==> config.mk <==
export PLATFORM = sky130hd
export DESIGN_NAME = vxe_mem_hub_cu_ds_arb
export DESIGN_NICKNAME = d
export VERILOG_FILES = /design/src/rtl/vxe_mem_hub_cu_ds_arb_pkg.sv /design/src/rtl/vxe_mem_hub_cu_ds_arb_pend.sv /design/src/rtl/vxe_mem_hub_cu_ds_arb.sv
export SDC_FILE = /design/constraint.sdc
export NUM_CORES = 1
export LEC_CHECK = 0
export ABC_AREA = 1
export BUFFER_PORTS_ARGS = -buffer_cell sky130_fd_sc_hd__buf_2
export CAP_MARGIN = 5
export CORE_MARGIN = 5
export CORE_UTILIZATION = 50
export DETAILED_ROUTE_END_ITERATION = 10
export MAX_ROUTING_LAYER = met4
export PLACE_DENSITY = 0.74
export SYNTH_ARGS = -nofsm -noshare
export SYNTH_HDL_FRONTEND = slang
export SYNTH_SLANG_ARGS = --single-unit
==> constraint.sdc <==
create_clock -name clk -period 2.65 [get_ports clk]
set_input_delay 0.1325 -clock clk [delete_from_list [all_inputs] [get_ports clk]]
set_output_delay 0.1325 -clock clk [all_outputs]
set_load 0.01 [all_outputs]
==> src/rtl/vxe_mem_hub_cu_ds_arb_pkg.sv <==
// Shared types and constants for the CU downstream response master-select arbiter.
package vxe_mem_hub_cu_ds_arb_pkg;

  typedef enum logic {
    IDLE = 1'b0,
    BUSY = 1'b1
  } arb_state_e;

  // Response status layout: {CID[8:3], RnW[2], Err[1:0]}
  localparam int RNW_BIT = 2;
  localparam int CID_MSB = 8;
  localparam int CID_LSB = 3;

  // Burst counter width covers MAX_BURST up to 255
  localparam int BURST_W = 8;

endpackage

==> src/rtl/vxe_mem_hub_cu_ds_arb_pend.sv <==
// Signed pending-data-beat counter (read statuses minus data beats) with sticky range error.
module vxe_mem_hub_cu_ds_arb_pend #(
  parameter int PEND_W = 4
) (
  input  logic              clk,
  input  logic              nrst,
  input  logic              inc,
  input  logic              dec,
  output logic [PEND_W-1:0] pend_nx,
  output logic              err
);

  logic [PEND_W-1:0] pend;
  logic [PEND_W:0]   sum;
  logic              ovf;

  // One guard bit is enough: the counter moves by at most one per cycle
  always_comb begin
    sum     = {pend[PEND_W-1], pend} + {{PEND_W{1'b0}}, inc} - {{PEND_W{1'b0}}, dec};
    ovf     = sum[PEND_W] ^ sum[PEND_W-1];
    pend_nx = ovf ? pend : sum[PEND_W-1:0];
  end

  always_ff @(posedge clk or negedge nrst) begin
    if (!nrst) begin
      pend <= '0;
      err  <= 1'b0;
    end else begin
      pend <= pend_nx;
      err  <= err | ovf;
    end
  end

endmodule

==> src/rtl/vxe_mem_hub_cu_ds_arb.sv <==
// Round-robin master select for the CU downstream response mux; switches only at response boundaries.
// Optional per-master/switch statistics counters: define VXE_MEM_HUB_CU_DS_ARB_STATS_EN.
module vxe_mem_hub_cu_ds_arb
  import vxe_mem_hub_cu_ds_arb_pkg::*;
#(
  parameter int MAX_BURST = 8,
  parameter int PEND_W    = 4
) (
  input  logic        clk,
  input  logic        nrst,
`ifdef VXE_MEM_HUB_CU_DS_ARB_STATS_EN
  output logic [31:0] o_m0_cnt,
  output logic [31:0] o_m1_cnt,
  output logic [15:0] o_sw_cnt,
`endif
  output logic        o_m_sel,
  output logic        o_busy,
  output logic        o_err,
  input  logic        i_m0_rss_vld,
  input  logic        i_m0_rss_rnw,
  input  logic        i_m0_rss_rd,
  input  logic        i_m0_rsd_vld,
  input  logic        i_m0_rsd_rd,
  input  logic        i_m1_rss_vld,
  input  logic        i_m1_rss_rnw,
  input  logic        i_m1_rss_rd,
  input  logic        i_m1_rsd_vld,
  input  logic        i_m1_rsd_rd
);

  localparam logic [BURST_W-1:0] BURST_MAX = BURST_W'(MAX_BURST);

  arb_state_e         state, state_nx;
  logic               sel, prio;
  logic [BURST_W-1:0] burst, burst_nx;
  logic               s_hs, d_hs, rnw_sel, vld_sel, vld_oth, bnd;
  logic               tog, to_idle;
  logic [PEND_W-1:0]  pend_nx;

  // Only the selected master's handshakes count; the mux gates the other one off
  always_comb begin
    s_hs     = sel ? (i_m1_rss_vld & i_m1_rss_rd) : (i_m0_rss_vld & i_m0_rss_rd);
    d_hs     = sel ? (i_m1_rsd_vld & i_m1_rsd_rd) : (i_m0_rsd_vld & i_m0_rsd_rd);
    rnw_sel  = sel ? i_m1_rss_rnw : i_m0_rss_rnw;
    vld_sel  = sel ? i_m1_rss_vld : i_m0_rss_vld;
    vld_oth  = sel ? i_m0_rss_vld : i_m1_rss_vld;
    burst_nx = (burst >= BURST_MAX) ? burst : burst + {{(BURST_W-1){1'b0}}, s_hs};
    bnd      = (pend_nx == '0);
  end

  vxe_mem_hub_cu_ds_arb_pend #(.PEND_W(PEND_W)) u_pend (
    .clk     (clk),
    .nrst    (nrst),
    .inc     (s_hs & rnw_sel),
    .dec     (d_hs),
    .pend_nx (pend_nx),
    .err     (o_err)
  );

  always_ff @(posedge clk or negedge nrst) begin
    if (!nrst) state <= IDLE;
    else       state <= state_nx;
  end

  always_comb begin
    state_nx = state;
    tog      = 1'b0;
    to_idle  = 1'b0;
    case (state)
      IDLE: begin
        if (vld_sel && vld_oth) begin
          if (prio == sel) begin
            state_nx = BUSY;
          end else if (bnd) begin
            state_nx = BUSY;
            tog      = 1'b1;
          end
        end else if (vld_sel) begin
          state_nx = BUSY;
        end else if (vld_oth && bnd) begin
          state_nx = BUSY;
          tog      = 1'b1;
        end
      end
      BUSY: begin
        // Burst limit only forces a switch when the other master is waiting
        if (bnd && vld_oth && (!vld_sel || burst_nx >= BURST_MAX)) begin
          tog = 1'b1;
        end else if (bnd && !vld_sel && !vld_oth) begin
          state_nx = IDLE;
          to_idle  = 1'b1;
        end
      end
      default: state_nx = IDLE;
    endcase
  end

  always_comb begin
    o_busy  = (state == BUSY);
    o_m_sel = sel;
  end

  always_ff @(posedge clk or negedge nrst) begin
    if (!nrst) begin
      sel   <= 1'b0;
      prio  <= 1'b1;
      burst <= '0;
    end else begin
      sel   <= sel ^ tog;
      burst <= (tog || to_idle) ? '0 : burst_nx;
      if (state == BUSY && tog) prio <= sel;
      else if (to_idle)         prio <= ~sel;
    end
  end

`ifdef VXE_MEM_HUB_CU_DS_ARB_STATS_EN
  always_ff @(posedge clk or negedge nrst) begin
    if (!nrst) begin
      o_m0_cnt <= '0;
      o_m1_cnt <= '0;
      o_sw_cnt <= '0;
    end else begin
      if (s_hs && !sel) o_m0_cnt <= o_m0_cnt + 32'd1;
      if (s_hs &&  sel) o_m1_cnt <= o_m1_cnt + 32'd1;
      if (tog)          o_sw_cnt <= o_sw_cnt + 16'd1;
    end
  end
`endif

endmodule

# Word level (Yosys, flattened, before mapping)
# Cells that the tools add are included.
# totals
out_inout_bits	3
ramBits	0
in_bits	12
latchBits	0
romBits	0
register_bits	16
memories	0
# classes
n_bitwise	10
shift	0
eq_ne	1
order_cmp	2
multipliers	0
reduce_logical	12
n_addsub	3
n_div	0
muxes	26
# op_table
op	n
1-bit 2-to-1 mux	21
8-bit by 4-bit greater-or-equal comparator with 1-bit output, second input constant	2
8-bit 2-to-1 mux	2
8-bit by 1-bit adder with 8-bit output	1
1-bit logical AND	6
4-bit by 2-bit adder with 5-bit output	1
1-bit AND	5
5-bit by 1-bit subtractor with 5-bit output	1
4-bit zero test	1
4-bit 2-to-1 mux	1
1-bit one-hot mux with 2 select lines	2
1-bit zero test	2
1-bit logical OR	2
1-bit NOT	2
2-bit nonzero test	1
1-bit bitwise XOR	2
1-bit == test	1
1-bit OR	1

# Depth between registers and ports, before layout
# logic_depth
depth_word	15
ltp_mapped	22
ltp_nobuf	21

# Hierarchy
# A second synthesis with hierarchy kept.
# unflattened
hier_cells	142
area_unflattened_um2	1134.8
# modules_own_cells
mod	cells_per_inst	n_inst	area_each_um2
vxe_mem_hub_cu_ds_arb	91	1	735.7
vxe_mem_hub_cu_ds_arb_pend	51	1	399.1

# Worst setup path after synthesis
# No wires, ideal clock.
# synth_path
kind	register -> register
from	register sel, in the netlist o_m_sel
to	register sel, in the netlist o_m_sel
required_ps	2523
period_less_slack_ps	3020
setup_slack_ps	-370
stages_incl_launch_ff	20
n_path_buf	1
setup_ps	127
t_arrival_ps	2893
cell_sequence	dfrtp_1 -> clkbuf_1 -> inv_1 -> a32o_1 -> nand2_1 -> ha_1 -> inv_1 -> ha_1 -> fa_1 -> nand3_1 -> nand3_2 -> inv_1 -> nand3_2 -> nand2_2 -> nand2_1 -> nand2_1 -> nand2_1 -> nor2_2 -> nand3_2 -> xor2_1
# synth_between
elab_chain_cells	13
word_cells_on_any_way	28
classes_between	add/sub (3); order compare (1); eq/ne (1); mux (14); bitwise (3); reduce/logical (6)
# synth_lines
element	line_no	rtl
start, declared	vxe_mem_hub_cu_ds_arb.sv:34	logic sel, prio;
start signal, assigned	vxe_mem_hub_cu_ds_arb.sv:109	sel <= sel ^ tog;
1-bit 2-to-1 mux (on tied branches)	vxe_mem_hub_cu_ds_arb.sv:42, vxe_mem_hub_cu_ds_arb.sv:44	
1-bit AND	vxe_mem_hub_cu_ds_arb.sv:54	.inc (s_hs & rnw_sel),
4-bit by 2-bit adder with 5-bit output	vxe_mem_hub_cu_ds_arb_pend.sv:19	sum = {pend[PEND_W-1], pend} + {{PEND_W{1'b0}}, inc} - {{PEND_W{1'b0}}, dec};
5-bit by 1-bit subtractor with 5-bit output	vxe_mem_hub_cu_ds_arb_pend.sv:19	
1-bit bitwise XOR	vxe_mem_hub_cu_ds_arb_pend.sv:20	ovf = sum[PEND_W] ^ sum[PEND_W-1];
4-bit 2-to-1 mux	vxe_mem_hub_cu_ds_arb_pend.sv:21	pend_nx = ovf ? pend : sum[PEND_W-1:0];
4-bit zero test	vxe_mem_hub_cu_ds_arb.sv:48	bnd = (pend_nx == '0);
1-bit logical AND	vxe_mem_hub_cu_ds_arb.sv:80, vxe_mem_hub_cu_ds_arb.sv:87	
1-bit 2-to-1 mux	vxe_mem_hub_cu_ds_arb.sv:80	end else if (vld_oth && bnd) begin
1-bit 2-to-1 mux	vxe_mem_hub_cu_ds_arb.sv:78	end else if (vld_sel) begin
1-bit 2-to-1 mux	vxe_mem_hub_cu_ds_arb.sv:71	if (vld_sel && vld_oth) begin
1-bit one-hot mux with 2 select lines	vxe_mem_hub_cu_ds_arb.sv:69	case (state)
1-bit bitwise XOR *	vxe_mem_hub_cu_ds_arb.sv:109	
# Every way passes the cells marked *; elsewhere a longest branch is shown, timed or not.
# A chain may end at the register's enable or synchronous reset.

# Worst setup path after layout
# layout_path
from	register sel, in the netlist o_m_sel
to	register burst[6]
# layout_between
elab_chain_cells	14
word_cells_on_any_way	35
classes_between	add/sub (3); order compare (1); eq/ne (1); mux (18); bitwise (2); reduce/logical (10)
# layout_lines
element	line_no	rtl
1-bit 2-to-1 mux (on tied branches)	vxe_mem_hub_cu_ds_arb.sv:42, vxe_mem_hub_cu_ds_arb.sv:44	
1-bit AND	vxe_mem_hub_cu_ds_arb.sv:54	
4-bit by 2-bit adder with 5-bit output	vxe_mem_hub_cu_ds_arb_pend.sv:19	
5-bit by 1-bit subtractor with 5-bit output	vxe_mem_hub_cu_ds_arb_pend.sv:19	
1-bit bitwise XOR	vxe_mem_hub_cu_ds_arb_pend.sv:20	
4-bit 2-to-1 mux	vxe_mem_hub_cu_ds_arb_pend.sv:21	
4-bit zero test	vxe_mem_hub_cu_ds_arb.sv:48	
1-bit logical AND (on tied branches)	vxe_mem_hub_cu_ds_arb.sv:80, vxe_mem_hub_cu_ds_arb.sv:87, vxe_mem_hub_cu_ds_arb.sv:89	
1-bit 2-to-1 mux or 1-bit logical AND (tied branches)	vxe_mem_hub_cu_ds_arb.sv:80, vxe_mem_hub_cu_ds_arb.sv:89	
1-bit 2-to-1 mux (on tied branches)	vxe_mem_hub_cu_ds_arb.sv:78, vxe_mem_hub_cu_ds_arb.sv:89	
1-bit 2-to-1 mux (on tied branches)	vxe_mem_hub_cu_ds_arb.sv:71, vxe_mem_hub_cu_ds_arb.sv:87	
1-bit one-hot mux with 2 select lines or 1-bit 2-to-1 mux (tied branches)	vxe_mem_hub_cu_ds_arb.sv:69	
1-bit logical OR	vxe_mem_hub_cu_ds_arb.sv:110	burst <= (tog || to_idle) ? '0 : burst_nx;
8-bit 2-to-1 mux *	vxe_mem_hub_cu_ds_arb.sv:110	
end signal, assigned	vxe_mem_hub_cu_ds_arb.sv:110	
end, declared	vxe_mem_hub_cu_ds_arb.sv:35	logic [BURST_W-1:0] burst, burst_nx;
# Marks and branches as above.

==> results.sh <==
export IMPL_fin_util_pct=78.0
export IMPL_wl_per_cell_um=13.1
export IMPL_cp_max_fo=8
export IMPL_synth_top_cells_by_area="dfrtp_1 (35%), nand2_1 (13%), nand3_1 (9.7%)"
export IMPL_cts_sinks=16
export IMPL_first_iter_violations=22
export IMPL_violations="setup timing"
export IMPL_place_congestion=0.824
export IMPL_rsz0062_at_grt="true"
export IMPL_syn_inst=145
export IMPL_synth_most_common_cell="nand2_1"
export IMPL_final_area_sq_mm=0.00158
export IMPL_vias_per_cell=5.02
export IMPL_die_width_um=56.6
export IMPL_io_pins=15
export IMPL_coreArea_sq_mm=0.00202
export IMPL_timing_final_crit_share_pct=109
export IMPL_setup_viol=11
export IMPL_maxSlewViolCount=0
export IMPL_worst_pin_slew_ns=0.494
export IMPL_clock_skew_ns=0.00512
export IMPL_syn_to_final_growth_pct=45.4
export IMPL_avgSynthCellArea_sq_um=7.48
export IMPL_synth_edf_count=0
export IMPL_fin_cells=209
export IMPL_dr_pass1_iters=4
export IMPL_synth_common_cells="nand2_1 (37), inv_1 (25), nand3_1 (21)"
export IMPL_num_antenna_cells=0
export IMPL_maxCapViolations=0
export IMPL_ys_flop_type="dfrtp_1"
export IMPL_clock_path_buffers=2
export IMPL_cts_made_buffers=3
export IMPL_synth_top_area_share_pct=34.6
export IMPL_clk_transition_reported_paths_ns=0.09
export IMPL_seq_area_frac_synth_pct=37.0
export IMPL_hp_class="in2async"
export IMPL_dieArea_sq_mm=0.00320
export IMPL_clk_latency_ns=0.28
export IMPL_synth_seq_cells=16
export IMPL_overflow=0
export IMPL_tritoncts="built"
export IMPL_tns_ns=-2.29
export IMPL_layout_drive_gt1_share_pct=42.9
export IMPL_layout_setup_ws_ns=-0.228
export IMPL_slew_headroom_pct=66.8
export IMPL_dpl_cell_count=197
export IMPL_min_period_ns=2.88
export IMPL_critPathCaptureType="flip-flop"
export IMPL_dpl_instance_area_sq_mm=0.00131
export IMPL_nNetsFinal=203
export IMPL_finalHoldViolations=0
export IMPL_clock_fmax_mhz=347
export IMPL_dp_hpwl_mm=1.84
export IMPL_drcViolationCount=0
export IMPL_die_h_um=56.6
export IMPL_num_vias=1050
export IMPL_antenna_violating_nets_post_route=0
export IMPL_ys_warn_count=0
export IMPL_path_class="reg2reg"
export IMPL_port_buffers=14
export IMPL_h_tree_depth=1
export IMPL_wirelength_mm=2.73
export IMPL_synth_cell_types=20
export IMPL_grt_pass1_vias=1088
export IMPL_initial_utilization_pct=53.7
export IMPL_grt_max_degree=17
export IMPL_synth_nets=165
export IMPL_status="finished with violations"
export IMPL_grt_first_pass_wirelength_mm=4.44
export IMPL_mappedNetlistArea_sq_mm=0.00108
export IMPL_worstPathArrival_ns=3.06
export IMPL_yosysTopAreaCell="dfrtp_1"
export IMPL_grt_usage_pct=17.6
export IMPL_async_flop_share_pct=100
export IMPL_cts_root_buf="clkbuf_4"
export IMPL_cp_start_kind="flip-flop"
export IMPL_critPathRequiredTime_ns=2.83
export IMPL_fp_row_count=16
export IMPL_antenna_found_initial=0
==> cells in the final DEF (no fill, tap or decap), types with 3 or more instances in the layout <==
cell type and instances:
ha_1 5, nand2_2 7, nand3_4 7, nand3_2 6, inv_1 21, nor2_1 10
buf_2 14, dfrtp_1 14, nand2_1 28, clkbuf_4 3, a21oi_1 4, nor2_4 3
nand3_1 14, buf_4 17, nand2_4 3, inv_2 3
==> cell type report <==
cell class                 count  area [sq um]
multi-input combinational    102           769
clock buffer                   4          36.3
sequential                    16           403
timing repair buffer          34           230
tap                           27          33.8
fill                         136           444
inverter                      26           105
==> metrics by stage <==
step | worst slack [ns] | hold WS, ns
after detailed placement | -0.308 | 0.0616
final | -0.228 | 0.296
after global routing | -0.378 | 0.318
after floorplan | -0.155 | -0.163
after global placement | -0.205 | 0.0560
after CTS | -0.148 | 0.266
==> sequential cells by signal, summed over array words and instances (netlist names) <==
signal / cells
burst: 8
u_pend.err: 1
o_m_sel: 1
o_busy: 1
prio: 1
u_pend.pend: 4
==> kinds of logic (layout without fill, tap and decap cells) <==
kind of cell    after synthesis  in the layout  share of synthesized area, %
flops                        16             16                          37.0
xor+xnor                      4              4                          3.23
compound gates                7              7                          3.69
simple gates                 83             83                          36.8
buf+inv                      27             64                          9.34
fa+ha+maj                     8              8                          9.92
==> per-layer routing <==
| metal | global-route usage [%] | part of all wire, % |
|---|---|---|
| met2 | 32.8 | 56 |
| met4 | 4.75 | 1.2 |
| met3 | 2.06 | 2.9 |
| met5 | - | 0 |
| met1 | 19.4 | 40 |
==> timing repair <==
| item | CTS | global route |
|---|---|---|
| buffers inserted | 5 | 2 |
| gates resized for setup | 21 | 17 |
| pin swaps | 16 | 12 |
| hold buffers | 1 | 0 |
| endpoints found under the setup margin | 11 | 11 |
| hold endpoints to repair | 15 | 0 |
==> critical path: stages (launching register included) <==
cell	delay (ns)
dfrtp_2	0.46
buf_4	0.15
nand3_1	0.10
nand2_2	0.08
ha_4	0.26
inv_2	0.04
ha_4	0.15
fa_2	0.37
nand3_2	0.10
nand3_4	0.10
inv_4	0.08
nand3_4	0.12
nand2_4	0.10
nand2_1	0.07
nand2_1	0.08
nand2_2	0.07
nor2_4	0.14
nand3_4	0.12
nand2_8	0.12
nor2_1	0.05
==> final timing paths <==
path                       cells past startpoint          to         start  slack (ns)
max                                           19    burst[6]       o_m_sel       -0.23
min                                            2    burst[1]          nrst        0.30
max reg2reg                                   19    burst[6]       o_m_sel       -0.23
min reg2reg                                    2  u_pend.err    u_pend.err        0.47
max in group asynchronous                      2        prio          nrst        2.06
min in group clk                               6        prio  i_m1_rss_vld        0.31
Power is not shown: default switching activity piles up to over one toggle a cycle in this logic, so the estimate is an artifact.
